## config.mk

```make
export PLATFORM = sky130hd
export DESIGN_NAME = ddr_port_arbiter
export DESIGN_NICKNAME = d
export VERILOG_FILES = /design/src/rtl/ddr_arb_pkg.sv /design/src/rtl/arb_pick.sv /design/src/rtl/ddr_port_arbiter.sv
export SDC_FILE = /design/constraint.sdc
export NUM_CORES = 1
export LEC_CHECK = 0
export ABC_AREA = 0
export BUFFER_PORTS_ARGS = -buffer_cell sky130_fd_sc_hd__buf_2
export CORE_UTILIZATION = 28
export CTS_CLUSTER_SIZE = 25
export DETAILED_ROUTE_END_ITERATION = 12
export HOLD_SLACK_MARGIN = 0.05
export PLACE_DENSITY_LB_ADDON = 0.08
export SLEW_MARGIN = 10
export SYNTH_ARGS = -nofsm -noshare
export SYNTH_HDL_FRONTEND = slang
export SYNTH_HIERARCHICAL = 1
export SYNTH_SLANG_ARGS = --single-unit
```

## constraint.sdc

```tcl
create_clock -name clk -period 3.2 [get_ports clk]
set_clock_uncertainty 0.05 [all_clocks]
set_input_delay 0.96 -clock clk [delete_from_list [all_inputs] [get_ports clk]]
set_output_delay 0.96 -clock clk [all_outputs]
set_load 0.02 [all_outputs]
```

## src/rtl/ddr_arb_pkg.sv

```systemverilog
// Shared types and constants for the two-requester MIG command port arbiter.
package ddr_arb_pkg;

  localparam logic [2:0] INSTR_RD = 3'b001;
  localparam logic [2:0] INSTR_WR = 3'b000;

  typedef enum logic [1:0] {WAIT_CALIB, IDLE, ISSUE, GAP} state_t;

  typedef enum logic {GNT_RD = 1'b0, GNT_WR = 1'b1} grant_t;

endpackage

```

## src/rtl/arb_pick.sv

```systemverilog
// Combinational winner selection between the display reader and the pixel writer.
module arb_pick
  import ddr_arb_pkg::*;
(
  input  logic   rd_elig,
  input  logic   wr_elig,
  input  logic   rd_urgent,
  input  logic   rd_starve,
  input  logic   wr_starve,
  input  grant_t last_grant,
  output logic   valid,
  output grant_t grant
);

  // Starvation overrides urgency, urgency overrides plain round-robin.
  always_comb begin
    valid = rd_elig || wr_elig;
    grant = GNT_RD;
    if (rd_elig && wr_elig) begin
      if (rd_starve)
        grant = GNT_RD;
      else if (wr_starve)
        grant = GNT_WR;
      else if (rd_urgent)
        grant = GNT_RD;
      else
        grant = (last_grant == GNT_RD) ? GNT_WR : GNT_RD;
    end else if (wr_elig) begin
      grant = GNT_WR;
    end
  end

endmodule

```

## src/rtl/ddr_port_arbiter.sv

```systemverilog
// Shares one MIG command channel between a read and a write requester.
// Optional starvation limiting is enabled with `define ARB_STARVE_LIMIT_EN.
module ddr_port_arbiter
  import ddr_arb_pkg::*;
#(
  parameter int ADDR_W   = 30,
  parameter int BL_W     = 6,
  parameter int CNT_W    = 7,
  parameter int MAX_WAIT = 64
) (
  input  logic              clk,
  input  logic              reset,
  input  logic              mem_calib_done,
  input  logic              rd_req,
  input  logic              rd_urgent,
  input  logic [BL_W-1:0]   rd_bl,
  input  logic [ADDR_W-1:0] rd_byte_addr,
  output logic              rd_ack,
  input  logic              wr_req,
  input  logic [BL_W-1:0]   wr_bl,
  input  logic [ADDR_W-1:0] wr_byte_addr,
  input  logic [CNT_W-1:0]  wr_count,
  output logic              wr_ack,
  input  logic              cmd_full,
  output logic [2:0]        cmd_instr,
  output logic [BL_W-1:0]   cmd_bl,
  output logic [ADDR_W-1:0] cmd_byte_addr,
  output logic              cmd_en,
  output logic              last_grant,
  output logic              busy
);

  logic       calib_meta, calib_sync;
  state_t     state, state_next;
  grant_t     grant_q, pick_grant;
  logic       pick_valid, issue_ok;
  logic       rd_elig, wr_elig, rd_starve, wr_starve;
  logic [CNT_W-1:0] wr_need;

  always_ff @(posedge clk) begin
    if (reset) begin
      calib_meta <= 1'b0;
      calib_sync <= 1'b0;
    end else begin
      calib_meta <= mem_calib_done;
      calib_sync <= calib_meta;
    end
  end

  // A write only competes once its whole burst already sits in the write FIFO.
  assign wr_need = CNT_W'(wr_bl) + CNT_W'(1);
  assign rd_elig = rd_req;
  assign wr_elig = wr_req && (wr_count >= wr_need);

`ifdef ARB_STARVE_LIMIT_EN
  localparam int WAIT_W = $clog2(MAX_WAIT) + 1;
  logic [WAIT_W-1:0] rd_wait, wr_wait;

  always_ff @(posedge clk) begin
    if (reset) begin
      rd_wait <= '0;
      wr_wait <= '0;
    end else begin
      if (!rd_elig || (state == ISSUE && grant_q == GNT_RD) ||
          (state == IDLE && issue_ok && pick_grant == GNT_RD))
        rd_wait <= '0;
      else if (rd_wait != WAIT_W'(MAX_WAIT))
        rd_wait <= rd_wait + WAIT_W'(1);
      if (!wr_elig || (state == ISSUE && grant_q == GNT_WR) ||
          (state == IDLE && issue_ok && pick_grant == GNT_WR))
        wr_wait <= '0;
      else if (wr_wait != WAIT_W'(MAX_WAIT))
        wr_wait <= wr_wait + WAIT_W'(1);
    end
  end

  assign rd_starve = (rd_wait == WAIT_W'(MAX_WAIT));
  assign wr_starve = (wr_wait == WAIT_W'(MAX_WAIT));
`else
  logic unused_max_wait;
  assign unused_max_wait = ^MAX_WAIT;
  assign rd_starve = 1'b0;
  assign wr_starve = 1'b0;
`endif

  arb_pick u_pick (
    .rd_elig    (rd_elig),
    .wr_elig    (wr_elig),
    .rd_urgent  (rd_urgent),
    .rd_starve  (rd_starve),
    .wr_starve  (wr_starve),
    .last_grant (grant_q),
    .valid      (pick_valid),
    .grant      (pick_grant)
  );

  assign issue_ok = calib_sync && !cmd_full && pick_valid;

  always_ff @(posedge clk) begin
    if (reset)
      state <= WAIT_CALIB;
    else
      state <= state_next;
  end

  always_comb begin
    state_next = state;
    case (state)
      WAIT_CALIB: if (calib_sync) state_next = IDLE;
      IDLE: begin
        if (!calib_sync)
          state_next = WAIT_CALIB;
        else if (issue_ok)
          state_next = ISSUE;
      end
      ISSUE:   state_next = GAP;
      GAP:     state_next = IDLE;
      default: state_next = WAIT_CALIB;
    endcase
  end

  // Command fields are captured on the grant decision and held until the next one.
  always_ff @(posedge clk) begin
    if (reset) begin
      cmd_instr     <= '0;
      cmd_bl        <= '0;
      cmd_byte_addr <= '0;
      grant_q       <= GNT_WR;
    end else if (state == IDLE && calib_sync && issue_ok) begin
      grant_q <= pick_grant;
      if (pick_grant == GNT_RD) begin
        cmd_instr     <= INSTR_RD;
        cmd_bl        <= rd_bl;
        cmd_byte_addr <= {rd_byte_addr[ADDR_W-1:2], 2'b00};
      end else begin
        cmd_instr     <= INSTR_WR;
        cmd_bl        <= wr_bl;
        cmd_byte_addr <= {wr_byte_addr[ADDR_W-1:2], 2'b00};
      end
    end
  end

  always_comb begin
    cmd_en     = (state == ISSUE);
    rd_ack     = (state == ISSUE) && (grant_q == GNT_RD);
    wr_ack     = (state == ISSUE) && (grant_q == GNT_WR);
    busy       = (state != IDLE);
    last_grant = grant_q;
  end

endmodule
```

==> metrics.txt <==
worst skew pair latency=0.28 ns; worst reg-to-reg path cell count=6; WL final=5880 um; Leak Pwr=1.44 nW; H-tree lvl count=2; min cycle time layout=3.10 ns; Critical R2R Launch=state[1]; fmax=323 MHz; Worst R2R Setup Slack=1.59 ns; GR met1 Demand/Resource=17.4%; largest net degree at the start of global routing=40; Slowest cell on crit path=or2_2; Min-Delay Path Class=flop to flop; sequential element share of the synthesized area=35.0%; FFs w/ async S/R, synth=0%; Post-DRT Antenna Nets=0; number of DRC violations after detailed-routing iteration 0=44; Int Pwr=0.775 mW; final worst slack=0.104 ns; clock root buffer=clkbuf_8; # diodes=0; net switching power=0.303 mW; Avg Inst Size Synth=10.4 um2; Setup TNS Final=0 ns; final hold violations=0; Slew @ Worst Pin=0.610 ns; flops & latches, synth=40; Die Y-Extent=92.4 um; CP Class=primary input to flop; CP peak stage delay=0.33 ns; CTS tree=done; # DRC=0; Clock Tree Buf Depth=2; first-pass iteration count of the detailed router=4; DPL Wire Length=4190 um; GR peak layer=met2; P&R area growth vs syn=40.3%; crit-path max FO=20; status=finished, final reports clean; die width=92.4 um; Place WS=-0.355 ns; sw frac=28.1%; M2 GR Usage=20.4%; CP cell instances=buf_2, ha_2, nand3_1, xor2_1, ha_1, a21o_1, a22oi_2, o21ai_2, or2_2, and4b_4, buf_12, nor2_1, a211oi_2; period utilization=96.8%; Yosys top cell area share=35.0%; Combinational Power Share=23.1%; main area contributors after synthesis=dfxtp_1, a211oi_2, mux2i_1, ha_1, nor2_1; Rows=32; placeable core area=0.00781 mm2; Setup crit start=wr_bl[0]; WHS Path Cells=1; Post-CTS Hold Buffers=0; GP Congestion=0.804; Overflow after GRT=0; first-pass GRT wire length=8780 um; routed vias/inst=4.52; Hold Slack=0.393 ns; Yosys cell types=35; Req. time, crit path=3.29 ns; vias=2060; total CTS buffers=5; Post-Syn Area=0.00229 mm2; postcts setup bufs=0; prevailing post-synth register cell=dfxtp_1; global-route track usage on met3=3.12%; die area=0.00854 mm2; total track usage=13.0%; max-cap violations=0; power share of the clock group=29.3%; CP Capture Type=flop; Hold Path Origin=calib_meta; number of synthesized flops with an enable pin=0; Starting Density=29.3%; Final setup viols=0; Hold Path End=calib_sync; most common cell in the synthesized netlist=dfxtp_1; PwrDens=335 mW/mm2; IO buf count=121; Rel. slew slack=59.4%; R2R Path End=cmd_byte_addr[27]; CP Launch Type=primary input; WP data arrival=3.19 ns; Pins Over Slew Limit=0; share of layout cells above drive strength 1=57.1%; clk sinks=40; commonest cells in the netlist=dfxtp_1, mux2i_1, a211oi_2; Final #Nets=451; Peak VDD IR=0.143 mV; vias in the first global route=1833; leading area contributor after synthesis=dfxtp_1; Ys Warns=6; wire per inst=12.9 um; I/O Pins=130; Clock Pin Slew Worst Setup and Hold Paths=0.08 ns; sequential share of power=47.7%; Gate Count Post-Synth=221; antenna violations before repair=0; fillers=810
## stage by stage
| stage | power (mW) | area [um2] | utilization [%] | instances |
|---|---|---|---|---|
| 2_1_floorplan | 0.675 | 2310 | - | 226 |
| 3_3_place_gp | 0.767 | 3040 | 39.0 | 446 |
| 3_5_place_dp | 0.769 | 3040 | 39.0 | 446 |
| 4_1_cts | 1.09 | 3130 | 40.0 | 453 |
| 5_1_grt | 1.15 | 3210 | 41.2 | 456 |
| 6_report | 1.08 | 3210 | 41.2 | 456 |
## worst max-delay path by stage
stage	end	slack, ns	cells past startpoint
floorplan	cmd_instr[0]	0.0001	12
global placement	cmd_byte_addr[28]	-0.32	13
detailed placement	cmd_bl[1]	-0.35	13
CTS	cmd_byte_addr[28]	0.0007	13
global route	cmd_byte_addr[15]	-0.009	13
finish	cmd_byte_addr[26]	0.10	13
## power by group through the flow
stage / sequential (mW) / combinational (mW) / clock [mW]
2_1_floorplan: 0.532 / 0.142 / 0
3_3_place_gp: 0.525 / 0.243 / 0
3_5_place_dp: 0.525 / 0.245 / 0
4_1_cts: 0.513 / 0.246 / 0.333
5_1_grt: 0.515 / 0.277 / 0.354
6_report: 0.514 / 0.249 / 0.315
## metal layers
layer,part of all wire [%],up-vias
li1,-,1049
met1,47,935
met2,47,72
met3,5.2,4
met4,0.88,0
met5,0,-
## cell families after synthesis
group,after synthesis,synth area share [%]
flip-flops,40,35.0
AND/OR/NAND/NOR,55,11.5
adder cells (fa/ha/maj),11,6.01
other,1,0.164
buffers and inverters,28,8.09
multiplexers,35,15.3
AO/OA/AOI/OAI,47,22.4
XOR/XNOR,4,1.53
## state kept, by name (all words and copies together) (netlist names)
| signal | cells |
|---|---|
| last_grant | 1 |
| cmd_bl | 6 |
| cmd_instr | 1 |
| cmd_byte_addr | 28 |
| state | 2 |
| calib_meta | 1 |
| calib_sync | 1 |
## what timing repair did
| action | 4_1_cts | 5_1_grt |
|---|---|---|
| pin swaps | 0 | 0 |
| setup endpoints to repair | 29 | 36 |
| gates cloned | 0 | 3 |
| gates resized for setup | 3 | 13 |
## final cells by class
cell class / count / area, um2 / share of cell area [%]
Inverter: 8 / 30.0 / 0.935
Multi-Input combinational cell: 159 / 1380 / 42.8
Sequential cell: 40 / 801 / 24.9
Tap cell: 102 / 128 / 3.97
Timing Repair Buffer: 140 / 802 / 25.0
Clock buffer: 6 / 72.6 / 2.26
Clock inverter: 1 / 5.00 / 0.156
## worst max-delay path, delay by kind of cell
family	cells	cell delay, ns
buffers and inverters	2	0.27
XOR/XNOR	1	0.15
AND/OR/NAND/NOR	4	0.79
AO/OA/AOI/OAI	4	0.51
adder cells (fa/ha/maj)	2	0.49
## placed cells by master, fill, tap and decap left out, types with 2 or more instances in the layout
cell type | synthesis | routed
mux2i_1 | 35 | 35
buf_2 | 1 | 121
nand3_1 | 5 | 5
inv_1 | 8 | 8
a21oi_1 | 2 | 2
a31oi_1 | 2 | 2
a21o_1 | 3 | 3
nor2_1 | 31 | 21
dfxtp_1 | 40 | 40
conb_1 | 1 | 6
nor2_2 | 4 | 14
clkbuf_8 | 0 | 5
ha_1 | 11 | 10
nand2b_1 | 3 | 3
a211oi_2 | 34 | 34
xor2_1 | 3 | 3
buf_6 | 3 | 3
and3_1 | 2 | 2
nor2b_1 | 4 | 4
buf_12 | 0 | 2
buf_4 | 9 | 13
Power figures use the tool's default switching activity.
